<file path="src/rtl/logic_sweep_ctrl_if.sv">
// logic_sweep_ctrl_if: board controls, function-under-test drive/return and sweep results
interface logic_sweep_ctrl_if;
  logic start, abort, dut_f1, dut_f2;
  logic vec_a, vec_b, vec_c, vec_d;
  logic busy, done, pass, fail_seen;
  logic [4:0] err_count;
  logic [3:0] first_fail_idx;
  logic [15:0] cap_f1, cap_f2;
  modport master (
    output start, abort, dut_f1, dut_f2,
    input vec_a, vec_b, vec_c, vec_d, busy, done, pass, fail_seen, err_count, first_fail_idx, cap_f1, cap_f2
  );
  modport slave (
    input start, abort, dut_f1, dut_f2,
    output vec_a, vec_b, vec_c, vec_d, busy, done, pass, fail_seen, err_count, first_fail_idx, cap_f1, cap_f2
  );
endinterface

</file>
<file path="src/rtl/logic_sweep_ctrl.sv">
// logic_sweep_ctrl: sweeps all 16 ABCD vectors, samples F1/F2 after settling and grades them against golden tables
module logic_sweep_ctrl #(
  parameter int SETTLE_CYCLES = 2,
  parameter logic [15:0] EXP_F1 = 16'hFFF6,
  parameter logic [15:0] EXP_F2 = 16'hAAFA
) (
  input logic clk,
  input logic rst_n,
  logic_sweep_ctrl_if.slave bus
);
  typedef enum logic [1:0] {IDLE, DRIVE, SAMPLE, DONE} state_t;
  state_t state, next;
  logic [3:0] idx, cnt;
  logic go, settled, mis;
  always_comb begin
    go = state == IDLE && bus.start;
    settled = cnt == 4'(SETTLE_CYCLES - 1);
    mis = (bus.dut_f1 != EXP_F1[idx]) || (bus.dut_f2 != EXP_F2[idx]);
    next = state == IDLE ? (bus.start ? DRIVE : IDLE)
         : state == DONE ? IDLE
         : bus.abort ? IDLE
         : state == DRIVE ? (settled ? SAMPLE : DRIVE)
         : idx == 4'hF ? DONE : DRIVE;
  end
  always_ff @(posedge clk or negedge rst_n)
    if (!rst_n) state <= IDLE;
    else state <= next;
  // an aborted SAMPLE cycle leaves captures and counters untouched
  always_ff @(posedge clk or negedge rst_n)
    if (!rst_n) begin
      idx <= '0;
      cnt <= '0;
      bus.err_count <= '0;
      bus.first_fail_idx <= '0;
      bus.fail_seen <= 1'b0;
      bus.cap_f1 <= '0;
      bus.cap_f2 <= '0;
      bus.pass <= 1'b0;
    end else if (go) begin
      idx <= '0;
      cnt <= '0;
      bus.err_count <= '0;
      bus.first_fail_idx <= '0;
      bus.fail_seen <= 1'b0;
      bus.cap_f1 <= '0;
      bus.cap_f2 <= '0;
      bus.pass <= 1'b0;
    end else if (state == DRIVE && !bus.abort) begin
      cnt <= cnt + 4'd1;
    end else if (state == SAMPLE && !bus.abort) begin
      bus.cap_f1[idx] <= bus.dut_f1;
      bus.cap_f2[idx] <= bus.dut_f2;
      if (mis) begin
        bus.err_count <= bus.err_count + 5'd1;
        if (!bus.fail_seen) begin
          bus.first_fail_idx <= idx;
          bus.fail_seen <= 1'b1;
        end
      end
      if (idx != 4'hF) begin
        idx <= idx + 4'd1;
        cnt <= '0;
      end
    end else if (state == DONE) begin
      bus.pass <= bus.err_count == 5'd0;
    end
  assign {bus.vec_a, bus.vec_b, bus.vec_c, bus.vec_d} = idx;
  assign bus.busy = state != IDLE;
  assign bus.done = state == DONE;
endmodule
</file>
<file path="src/flat_wrapper.sv">
// flat-port wrapper written by rule: the top's interface ports become plain ports
module logic_sweep_ctrl_flat 
#(
  parameter int SETTLE_CYCLES = 2,
  parameter logic [15:0] EXP_F1 = 16'hFFF6,
  parameter logic [15:0] EXP_F2 = 16'hAAFA
)
  (clk, rst_n, bus_start, bus_abort, bus_dut_f1, bus_dut_f2, bus_vec_a, bus_vec_b, bus_vec_c, bus_vec_d, bus_busy, bus_done, bus_pass, bus_fail_seen, bus_err_count, bus_first_fail_idx, bus_cap_f1, bus_cap_f2);
  logic_sweep_ctrl_if bus_i ();
  input logic clk;
  input logic rst_n;
  input wire logic [$bits(bus_i.start)-1:0] bus_start;
  input wire logic [$bits(bus_i.abort)-1:0] bus_abort;
  input wire logic [$bits(bus_i.dut_f1)-1:0] bus_dut_f1;
  input wire logic [$bits(bus_i.dut_f2)-1:0] bus_dut_f2;
  output wire logic [$bits(bus_i.vec_a)-1:0] bus_vec_a;
  output wire logic [$bits(bus_i.vec_b)-1:0] bus_vec_b;
  output wire logic [$bits(bus_i.vec_c)-1:0] bus_vec_c;
  output wire logic [$bits(bus_i.vec_d)-1:0] bus_vec_d;
  output wire logic [$bits(bus_i.busy)-1:0] bus_busy;
  output wire logic [$bits(bus_i.done)-1:0] bus_done;
  output wire logic [$bits(bus_i.pass)-1:0] bus_pass;
  output wire logic [$bits(bus_i.fail_seen)-1:0] bus_fail_seen;
  output wire logic [$bits(bus_i.err_count)-1:0] bus_err_count;
  output wire logic [$bits(bus_i.first_fail_idx)-1:0] bus_first_fail_idx;
  output wire logic [$bits(bus_i.cap_f1)-1:0] bus_cap_f1;
  output wire logic [$bits(bus_i.cap_f2)-1:0] bus_cap_f2;
  assign bus_i.start = bus_start;
  assign bus_i.abort = bus_abort;
  assign bus_i.dut_f1 = bus_dut_f1;
  assign bus_i.dut_f2 = bus_dut_f2;
  assign bus_vec_a = bus_i.vec_a;
  assign bus_vec_b = bus_i.vec_b;
  assign bus_vec_c = bus_i.vec_c;
  assign bus_vec_d = bus_i.vec_d;
  assign bus_busy = bus_i.busy;
  assign bus_done = bus_i.done;
  assign bus_pass = bus_i.pass;
  assign bus_fail_seen = bus_i.fail_seen;
  assign bus_err_count = bus_i.err_count;
  assign bus_first_fail_idx = bus_i.first_fail_idx;
  assign bus_cap_f1 = bus_i.cap_f1;
  assign bus_cap_f2 = bus_i.cap_f2;
  logic_sweep_ctrl #(.SETTLE_CYCLES(SETTLE_CYCLES), .EXP_F1(EXP_F1), .EXP_F2(EXP_F2)) u_core (.clk(clk), .rst_n(rst_n), .bus(bus_i));
endmodule
</file>
<file path="config.mk">
export PLATFORM = sky130hd
export DESIGN_NAME = logic_sweep_ctrl_flat
export DESIGN_NICKNAME = d
export VERILOG_FILES = /design/src/rtl/logic_sweep_ctrl_if.sv /design/src/rtl/logic_sweep_ctrl.sv /design/src/flat_wrapper.sv
export SDC_FILE = /design/constraint.sdc
export NUM_CORES = 1
export LEC_CHECK = 0
export BUFFER_PORTS_ARGS = -buffer_cell sky130_fd_sc_hd__buf_2
export CAP_MARGIN = 20
export CORE_MARGIN = 2
export CORE_UTILIZATION = 61
export CTS_BUF_LIST = sky130_fd_sc_hd__clkbuf_8
export CTS_CLUSTER_SIZE = 28
export DETAILED_ROUTE_END_ITERATION = 10
export PLACE_DENSITY = 0.91
export SETUP_SLACK_MARGIN = 0.5
export SLEW_MARGIN = 20
export SYNTH_ARGS = -nofsm -noshare
export SYNTH_HDL_FRONTEND = slang
export SYNTH_SLANG_ARGS = --single-unit
</file>
<file path="constraint.sdc">
create_clock -name clk -period 6.1 [get_ports clk]
set_input_delay 0.305 -clock clk [delete_from_list [all_inputs] [get_ports clk]]
set_output_delay 0.305 -clock clk [all_outputs]
set_load 0.01 [all_outputs]
</file>
After elaboration in Yosys (flattened, before gate mapping)
Memories as Yosys holds them, arrays and structs flattened.
Cells that the tools add are included.
- bits in registers: 53
- bits in latches: 0
- memory bits (writable): 0
- ROM bits: 32
- input port bits: 6
- output and inout bits: 49
- word-level logic and storage cells: 92
- memories kept: 2
- add/sub/neg operators: 3
- multiply operators: 0
- div/mod/pow operators: 0
- order comparisons: 2
- eq/ne operators: 11
- shift-type cells: 0
- multiplexer cells: 44
- bitwise operators: 0
- reductions and logical operators: 21
- memory list (memory ; words ; width ; rd ports ; clocked after Yosys merged registers in ; wr ports ; line ; source):
    (name not given) ; 16 ; 1 ; 1 ; 0 ; 0 ; logic_sweep_ctrl.sv:18 ; mis = (bus.dut_f1 != EXP_F1[idx]) || (bus.dut_f2 != EXP_F2[idx]);
    (name not given) ; 16 ; 1 ; 1 ; 0 ; 0 ; logic_sweep_ctrl.sv:18 ;
- operator list (operator ; number):
    $mux W16 ; 6
    $mux W4 ; 13
    $bwmux W16 ; 2
    $mux W5 ; 4
    $mux W1 ; 12
    $mux W2 ; 6
    $reduce_bool A2 Y1 ; 5
    $reduce_and A3 Y1 ; 3
    $add A4 B1 Y4 const B ; 2
    $reduce_bool A3 Y1 ; 2
    $add A5 B1 Y5 const B ; 1
    $logic_not A5 Y1 ; 1
    $lt A4 B5 Y1 const B ; 1
    $demux W1 S4 ; 1
    $eq A2 B2 Y1 const B ; 2
    $eq A4 B1 Y1 const B ; 1
    $eq A4 B4 Y1 const B ; 1
    $ge A4 B1 Y1 const B ; 1
    $logic_and A1 B1 Y1 ; 4
    $ne A2 B1 Y1 const B ; 2
    $ne A4 B4 Y1 const B ; 1
    $reduce_and A2 Y1 ; 2
    $reduce_and A4 Y1 ; 1
    $eq A2 B1 Y1 const B ; 1
    5 further kinds ; 6

Logic depth before layout (Yosys ltp)
Gate-level depths: netlist (run 1).
- depth after elaboration: 8
- depth in mapped cells: 7
- mapped depth without buffers: 6

Worst setup path after synthesis (run 1)
OpenSTA, ideal clock, no wires.
- path type: flip-flop to flip-flop
- from: register u_core.idx[0]
- to: register u_core.bus.first_fail_idx[0]
- data arrival time: 2.114 ns
- path slack: 3.864 ns
- cell stages (with the launch flop): 8
- buffers on the path: 1
- period minus slack after synthesis: 2.236 ns
- path through: dfrtp_1 -> inv_1 -> ha_1 -> and4_1 -> a211o_1 -> or4_4 -> buf_6 -> mux2i_1
- longest elaborated chain between the ends: 6
- elaborated cells between the ends (all ways): 14
- those cells by class: 2 x eq/ne; 7 x mux; 3 x reduce/logical; 2 x memory
- ends and longest elaborated chain (element ; line ; source):
    start, declared ; logic_sweep_ctrl.sv:13 ; logic [3:0] idx, cnt;
    start signal, assigned ; logic_sweep_ctrl.sv:61 ; idx <= idx + 4'd1;
    $mem_v2 Z16 W1 ; - ;
    $mux W1 (not written as such) ; logic_sweep_ctrl.sv:18 ;
    $ne A1 B1 Y1 ; logic_sweep_ctrl.sv:18 ;
    $logic_or A1 B1 Y1 ; logic_sweep_ctrl.sv:18 ;
    $reduce_bool A2 Y1 (no line) ; - ;
    $reduce_and A4 Y1 (no line) ; - ;
    end signal, assigned ; logic_sweep_ctrl.sv:56 ; bus.first_fail_idx <= idx;
    end, declared ; logic_sweep_ctrl_if.sv:15 ; output vec_a, vec_b, vec_c, vec_d, busy, done, pass, fail_seen, err_count, first_fail_idx, cap_f1, cap_f2
Several ways; a longest one is shown, not always the timed one. The select of a mux whose other input is x is not followed.
A chain may end at the register's enable or synchronous reset.

Worst setup path in the final report (run 1)
- from: register u_core.idx[0]
- to: register u_core.bus.first_fail_idx[2]
- longest elaborated chain between the ends: 6
- elaborated cells between the ends (all ways): 9
- those cells by class: 2 x eq/ne; 2 x mux; 3 x reduce/logical; 2 x memory
- ends and longest elaborated chain (element ; line):
    $mem_v2 Z16 W1 ; -
    $mux W1 (not written as such) ; logic_sweep_ctrl.sv:18
    $ne A1 B1 Y1 ; logic_sweep_ctrl.sv:18
    $logic_or A1 B1 Y1 (*) ; logic_sweep_ctrl.sv:18
    $reduce_bool A2 Y1 (no line) (*) ; -
    $reduce_and A4 Y1 (no line) (*) ; -
Every way passes the cells marked *; elsewhere a longest branch is shown, timed or not. The select of a mux whose other input is x is not followed.

==> results.py, run 1 <==
metrics = {
    "global_routing": {
        "grt_pass1_vias": 2030,
        "grt_max_degree": 54,
        "grt_usage_pct": 25.2,
        "grt_pass1_wl_microns": 9650,
        "grt_remaining_overflow": 0,
        "antenna_found_initial": 0,
    },
    "clocking": {
        "clk_latency_ns": 0.31,
        "cts_tree": "built",
        "htree_levels": 2,
        "cts_buffers": 5,
        "post-cts-setup-buffers": 0,
        "cts_root_buf": "clkbuf_8",
        "cts_buffer_depth": 2,
        "clk_pin_slew_ns": 0.09,
        "cts_resized": 0,
        "hold_buffers": 0,
        "clock_sinks": 53,
    },
    "place": {
        "gp_congestion": 0.825,
        "post-dp-hpwl_microns": 3780,
        "portBuffers": 54,
        "place_area_sq_um": 2860,
        "dp.cells": 343,
    },
    "detailed_routing": {
        "route.vias.total": 2040,
        "routed_wl_microns": 5730,
        "viasPerCell": 5.81,
        "drt-pass1-iter-count": 4,
        "dr_wl_met3_microns": 335,
        "route.detailed.drc": 0,
        "wl_met1_microns": 2480,
        "antenna_left": 0,
        "drtIter0Drc": 180,
        "highest_layer": "met4",
        "wl_per_cell_microns": 16.3,
        "route.met2.wl_microns": 2840,
    },
    "worst_setup_path": {
        "critPathLaunchType": "flip-flop",
        "path_class": "flip-flop to flip-flop",
        "critPathTopFamily": "simple AND/OR/NAND/NOR gates",
        "arrival_ns": 2.61,
        "cp_cell_sequence": "inv_1, ha_1, and4_1, a211o_1, or4_4, mux2i_1",
        "cp.required_ns": 6.33,
        "critPathMaxFanout": 9,
        "rrSetupSlack_ns": 3.72,
        "cpMaxStageDelayCell": "dfrtp_1",
        "critPathBufInv": 1,
        "timing.critical_path.to_type": "flip-flop",
        "critPathMaxStageDelay_ns": 0.54,
    },
    "synth": {
        "ys.flop_type": "dfrtp_1",
        "synthArstFlopShare_pct": 100,
        "synth_top_area_share_pct": 51.3,
        "synth_edf_count": 0,
        "synth_most_common_cell": "dfrtp_1",
        "yosysTopAreaCell": "dfrtp_1",
        "synth_area_leaders": "dfrtp_1 51%, mux2i_1 14%, nor2_1 6.0%",
        "postSynthCellCount": 252,
        "ys_types": 37,
        "synth-seq-cells": 53,
        "synth_nets": 266,
        "synthTopCellsByCount": "53 x dfrtp_1, 41 x nor2_1, 37 x mux2i_1, 22 x nand2_1, 18 x nand3_1",
        "ys_seq_area_share_pct": 51.3,
        "netlist_area_sq_um": 2580,
        "yosysWarnings": 0,
        "avgSynthCellArea_sq_um": 10.3,
    },
    "sta": {
        "skew_ns": 0.0101,
        "fin_crit_sh_pct": 39.0,
        "rsz0062_at_grt": "false",
        "worst_pin_slew_ns": 0.801,
        "fin_crit_ns": 2.38,
        "slew_headroom_pct": 46.5,
        "fmax_mhz": 420,
        "setup_viol": 0,
        "finalSetupTns_ns": 0,
        "finalMaxSlewViolations": 0,
        "final-hold-violation-count": 0,
    },
    "run": {
        "cap_violations": 0,
    },
    "finish": {
        "utilization_pct": 74.1,
        "layout.nets": 314,
        "drive_gt1_share_pct": 22.3,
        "synthToLayoutAreaGrowth_pct": 15.5,
        "antenna_cells": 0,
        "post-route-cell-area_sq_um": 2990,
        "final_cells": 351,
    },
    "die": {
        "die_area_sq_um": 4770,
        "dieWidth_microns": 69.1,
        "core_area_sq_um": 4030,
        "die_h_microns": 69.1,
        "start_util_pct": 64.2,
        "pin_count": 55,
        "num_rows": 23,
    },
    "status": {
        "status": "finished, final reports clean",
    },
    "power_and_ir_drop": {
        "power_leakage_nw": 1.79,
        "p_total_uw": 794,
        "ir_drop_v": 0.000153,
        "cellPowerDensity_nw_per_um2": 266,
    },
    "min_path": {
        "min_path_type": "input pin to async pin",
    },
}
## cell usage in the layout (no fill, tap or decap), drive strengths merged, types with 2 or more instances in the layout
| cell | instances |
|---|---|
| mux2i | 37 |
| nor4 | 3 |
| ha | 8 |
| clkbuf | 6 |
| o21ai | 5 |
| buf | 56 |
| and2 | 2 |
| nor3b | 3 |
| nand2b | 2 |
| nand2 | 22 |
| nor2b | 2 |
| nor2 | 41 |
| inv | 8 |
| nand3 | 18 |
| nand4 | 7 |
| o311ai | 2 |
| a21oi | 4 |
| xor2 | 3 |
| dfrtp | 53 |
| xnor2 | 2 |
## per-layer routing
| metal | vias up | track usage (%) |
|---|---|---|
| met5 | - | 0 |
| met3 | 8 | 6.43 |
| met2 | 70 | 41.8 |
| met1 | 1004 | 32.0 |
| met4 | 0 | 9.15 |
| li1 | 958 | - |
## cell families after synthesis
| kind of cell | share of synthesized area (%) |
|---|---|
| AND/OR/NAND/NOR | 20.2 |
| multiplexers | 14.3 |
| buffers and inverters | 3.87 |
| adder cells (fa/ha/maj) | 3.87 |
| flip-flops | 51.3 |
| XOR/XNOR | 1.69 |
| AO/OA/AOI/OAI | 4.74 |
## stage by stage
| step | worst slack (ns) | hold slack (ns) |
|---|---|---|
| final | 3.72 | 0.0877 |
| after global routing | 3.59 | 0.161 |
| after detailed placement | 3.78 | 0.468 |
| after global placement | 3.92 | 0.456 |
| after CTS | 3.75 | 0.135 |
| after floorplan | 3.86 | 0.00941 |
## state kept, by name, summed over array words and instances (netlist names)
| register | flops |
|---|---|
| u_core.bus.cap_f1 | 16 |
| u_core.bus.cap_f2 | 16 |
| u_core.bus.err_count | 5 |
| u_core.bus.fail_seen | 1 |
| u_core.bus.first_fail_idx | 4 |
| u_core.bus.pass | 1 |
| u_core.cnt | 4 |
| u_core.idx | 4 |
| u_core.state | 2 |
## final cells by class
cell class / instances / area, sq um
repair buffers: 56 / 285
clock buffers: 6 / 82.6
inverters: 7 / 26.3
fillers: 290 / 1040
well taps: 50 / 62.6
clock inverters: 2 / 33.8
multi-input cells: 177 / 1170
flip-flops and latches: 53 / 1330
## where the power goes
part	switching [mW]	total [mW]	internal, mW
Sequential	0.0259	0.394	0.369
Clock	0.116	0.248	0.132
Combinational	0.103	0.152	0.0484
## worst paths after layout
check	from	end	cells past startpoint
min in group clk	bus_abort	u_core.state[1]$_DFF_PN0_	2
max in group asynchronous	rst_n	u_core.bus.cap_f2[6]$_DFFE_PN0P_	2
worst max register to register	u_core.idx[0]$_DFFE_PN0P_	u_core.bus.first_fail_idx[2]$_DFFE_PN0P_	6
worst min-delay path	rst_n	u_core.bus.pass$_DFFE_PN0P_	2
worst min register to register	u_core.bus.cap_f1[3]$_DFFE_PN0P_	u_core.bus.cap_f1[3]$_DFFE_PN0P_	2
worst max-delay path	u_core.idx[0]$_DFFE_PN0P_	u_core.bus.first_fail_idx[2]$_DFFE_PN0P_	6
(Power assumes the default switching activity.)
==> run 2, diff against run 1 <==
- CORE_UTILIZATION: 61 -> 56
- PLACE_DENSITY: 0.91 -> 0.85
- clock period: 6.1 -> 2.3 ns (I/O delays scaled with it)
==> run 2 against run 1 <==
  * Global-route usage fell by 2.2 points
  * Wire length fell by 0.68%
  * Clock-buffer cell count fell by 1
  * Sequential power rose to 2.6 times the previous value
  * Clock skew fell by 0.0042 ns
  * Flip-flop and latch count did not move
  * Die area rose by 8.4%
  * First-iteration DRC count fell by 0.56%
  * Combinational power rose to 2.9 times the previous value
  * Largest cell class unchanged
  * Largest power group unchanged
==> results.py, run 2 (synthesis gave the netlist of run 1 again) <==
metrics = {
    "status": {
        "status": "finished, final reports clean",
    },
    "detailed_routing": {
        "wl_per_cell_microns": 15.6,
        "antenna_left": 0,
        "drt-pass1-iter-count": 5,
        "drtIter0Drc": 179,
        "routed_wl_microns": 5690,
        "route.detailed.drc": 0,
        "route.vias.total": 2061,
        "viasPerCell": 5.66,
    },
    "sta": {
        "worst_pin_slew_ns": 0.670,
        "fin_crit_sh_pct": 85.5,
        "slew_headroom_pct": 55.3,
        "fmax_mhz": 509,
        "finalSetupTns_ns": 0,
        "setup_viol": 0,
        "whs_ns": 0.0228,
        "rsz0062_at_grt": "true",
        "finalMaxSlewViolations": 0,
        "fin_crit_ns": 1.97,
        "skew_ns": 0.00587,
        "final-hold-violation-count": 0,
    },
    "global_routing": {
        "grt_pass1_wl_microns": 9310,
        "grt_usage_pct": 23.0,
        "grt_max_degree": 54,
        "grt_pass1_vias": 1933,
        "antenna_found_initial": 0,
        "grt_remaining_overflow": 0,
    },
    "clocking": {
        "cts_buffer_depth": 2,
        "clk_pin_slew_ns": 0.10,
        "cts_tree": "built",
        "clock_sinks": 53,
        "clk_latency_ns": 0.31,
        "htree_levels": 2,
        "cts_buffers": 5,
        "cts_root_buf": "clkbuf_8",
    },
    "worst_setup_path": {
        "critPathBufInv": 1,
        "path_class": "flip-flop to flip-flop",
        "cp.required_ns": 2.49,
        "cp_cell_sequence": "inv_4, ha_4, and4_1, a211o_1, or4_4, mux2i_1",
        "critPathLaunchType": "flip-flop",
        "timing.critical_path.to_type": "flip-flop",
        "critPathMaxStageDelay_ns": 0.49,
        "arrival_ns": 2.16,
        "critPathTopFamily": "simple AND/OR/NAND/NOR gates",
        "critPathMaxFanout": 4,
        "cpMaxStageDelayCell": "or4_4",
    },
    "die": {
        "pin_count": 55,
        "dieWidth_microns": 71.9,
        "core_area_sq_um": 4410,
        "start_util_pct": 58.6,
        "die_area_sq_um": 5180,
        "die_h_microns": 71.9,
        "num_rows": 24,
    },
    "finish": {
        "antenna_cells": 0,
        "top_regs": "u_core.bus.cap_f1 (16), u_core.bus.cap_f2 (16), u_core.bus.err_count (5)",
        "drive_gt1_share_pct": 27.6,
        "layout.nets": 325,
        "synthToLayoutAreaGrowth_pct": 19.3,
        "final_common_cell": "buf_2",
        "post-route-cell-area_sq_um": 3080,
        "final_cell_mix": "54 x buf_2, 50 x dfrtp_1, 41 x nor2_1",
        "fill_cells": 342,
    },
    "power_and_ir_drop": {
        "power_leakage_nw": 1.82,
        "cellPowerDensity_nw_per_um2": 647,
        "ir_drop_v": 0.000524,
    },
    "place": {
        "place_area_sq_um": 2890,
        "portBuffers": 54,
        "gp_congestion": 0.789,
        "post-dp-hpwl_microns": 3730,
    },
    "min_path": {
        "min_path_type": "input pin to flip-flop",
    },
    "run": {
        "cap_violations": 0,
    },
}
==> run 2: area by class of cell <==
| cell class | instances | area (sq um) | share of cell area, % |
|---|---|---|---|
| timing repair buffer | 67 | 370 | 12.0 |
| sequential | 53 | 1330 | 43.1 |
| inverter | 7 | 28.8 | 0.933 |
| clock inverter | 3 | 15.0 | 0.487 |
| clock buffer | 5 | 68.8 | 2.23 |
| tap | 52 | 65.1 | 2.11 |
| multi-input combinational | 177 | 1200 | 39.1 |
==> run 2: stage by stage <==
stage / util (%) / total power [mW] / setup slack, ns / std cells
after global placement: 65.4 / 1.44 / 0.299 / 346
after CTS: 68.5 / 1.98 / 0.370 / 360
final: 69.8 / 1.99 / 0.334 / 364
after global routing: 69.8 / 2.09 / 0.260 / 364
after floorplan: - / 1.33 / 0.261 / 252
after detailed placement: 65.4 / 1.45 / 0.232 / 346
==> run 2: power breakdown <==
group          switching [mW]  internal, mW
logic                   0.287         0.161
clock network           0.306         0.208
registers              0.0538         0.978
total                   0.647          1.35
==> run 2: path summary, 6_finish.rpt <==
kind / startpoint / endpoint / slack [ns] / cells after the start
setup / recovery: u_core.idx[0]$_DFFE_PN0P_ / u_core.bus.first_fail_idx[3]$_DFFE_PN0P_ / 0.33 / 6
hold / removal: bus_abort / u_core.state[1]$_DFF_PN0_ / 0.02 / 2
setup reg to reg: u_core.idx[0]$_DFFE_PN0P_ / u_core.bus.first_fail_idx[3]$_DFFE_PN0P_ / 0.33 / 6
hold reg to reg: u_core.bus.pass$_DFFE_PN0P_ / u_core.bus.pass$_DFFE_PN0P_ / 0.51 / 2
max in group asynchronous: rst_n / u_core.idx[1]$_DFFE_PN0P_ / 1.36 / 3
min in group asynchronous: rst_n / u_core.state[1]$_DFF_PN0_ / 0.43 / 3
==> run 2: metal layers <==
layer  wire length [microns]  up-vias  track usage (%)  part of all wire, %
li1                        -      989                -                    -
met1                    2600     1003             33.5                   46
met2                    2760       63             36.0                   49
met3                     286        6             4.72                  5.0
met4                      40        0             5.03                 0.70
met5                       0        -                0                    0
==> run 2: what timing repair did <==
action	4_1_cts	5_1_grt
buffers inserted	5	4
setup endpoints to repair	9	11
endpoints found under the hold margin	53	0
pin swaps	0	1
hold buffers	1	0
resized for setup	2	7
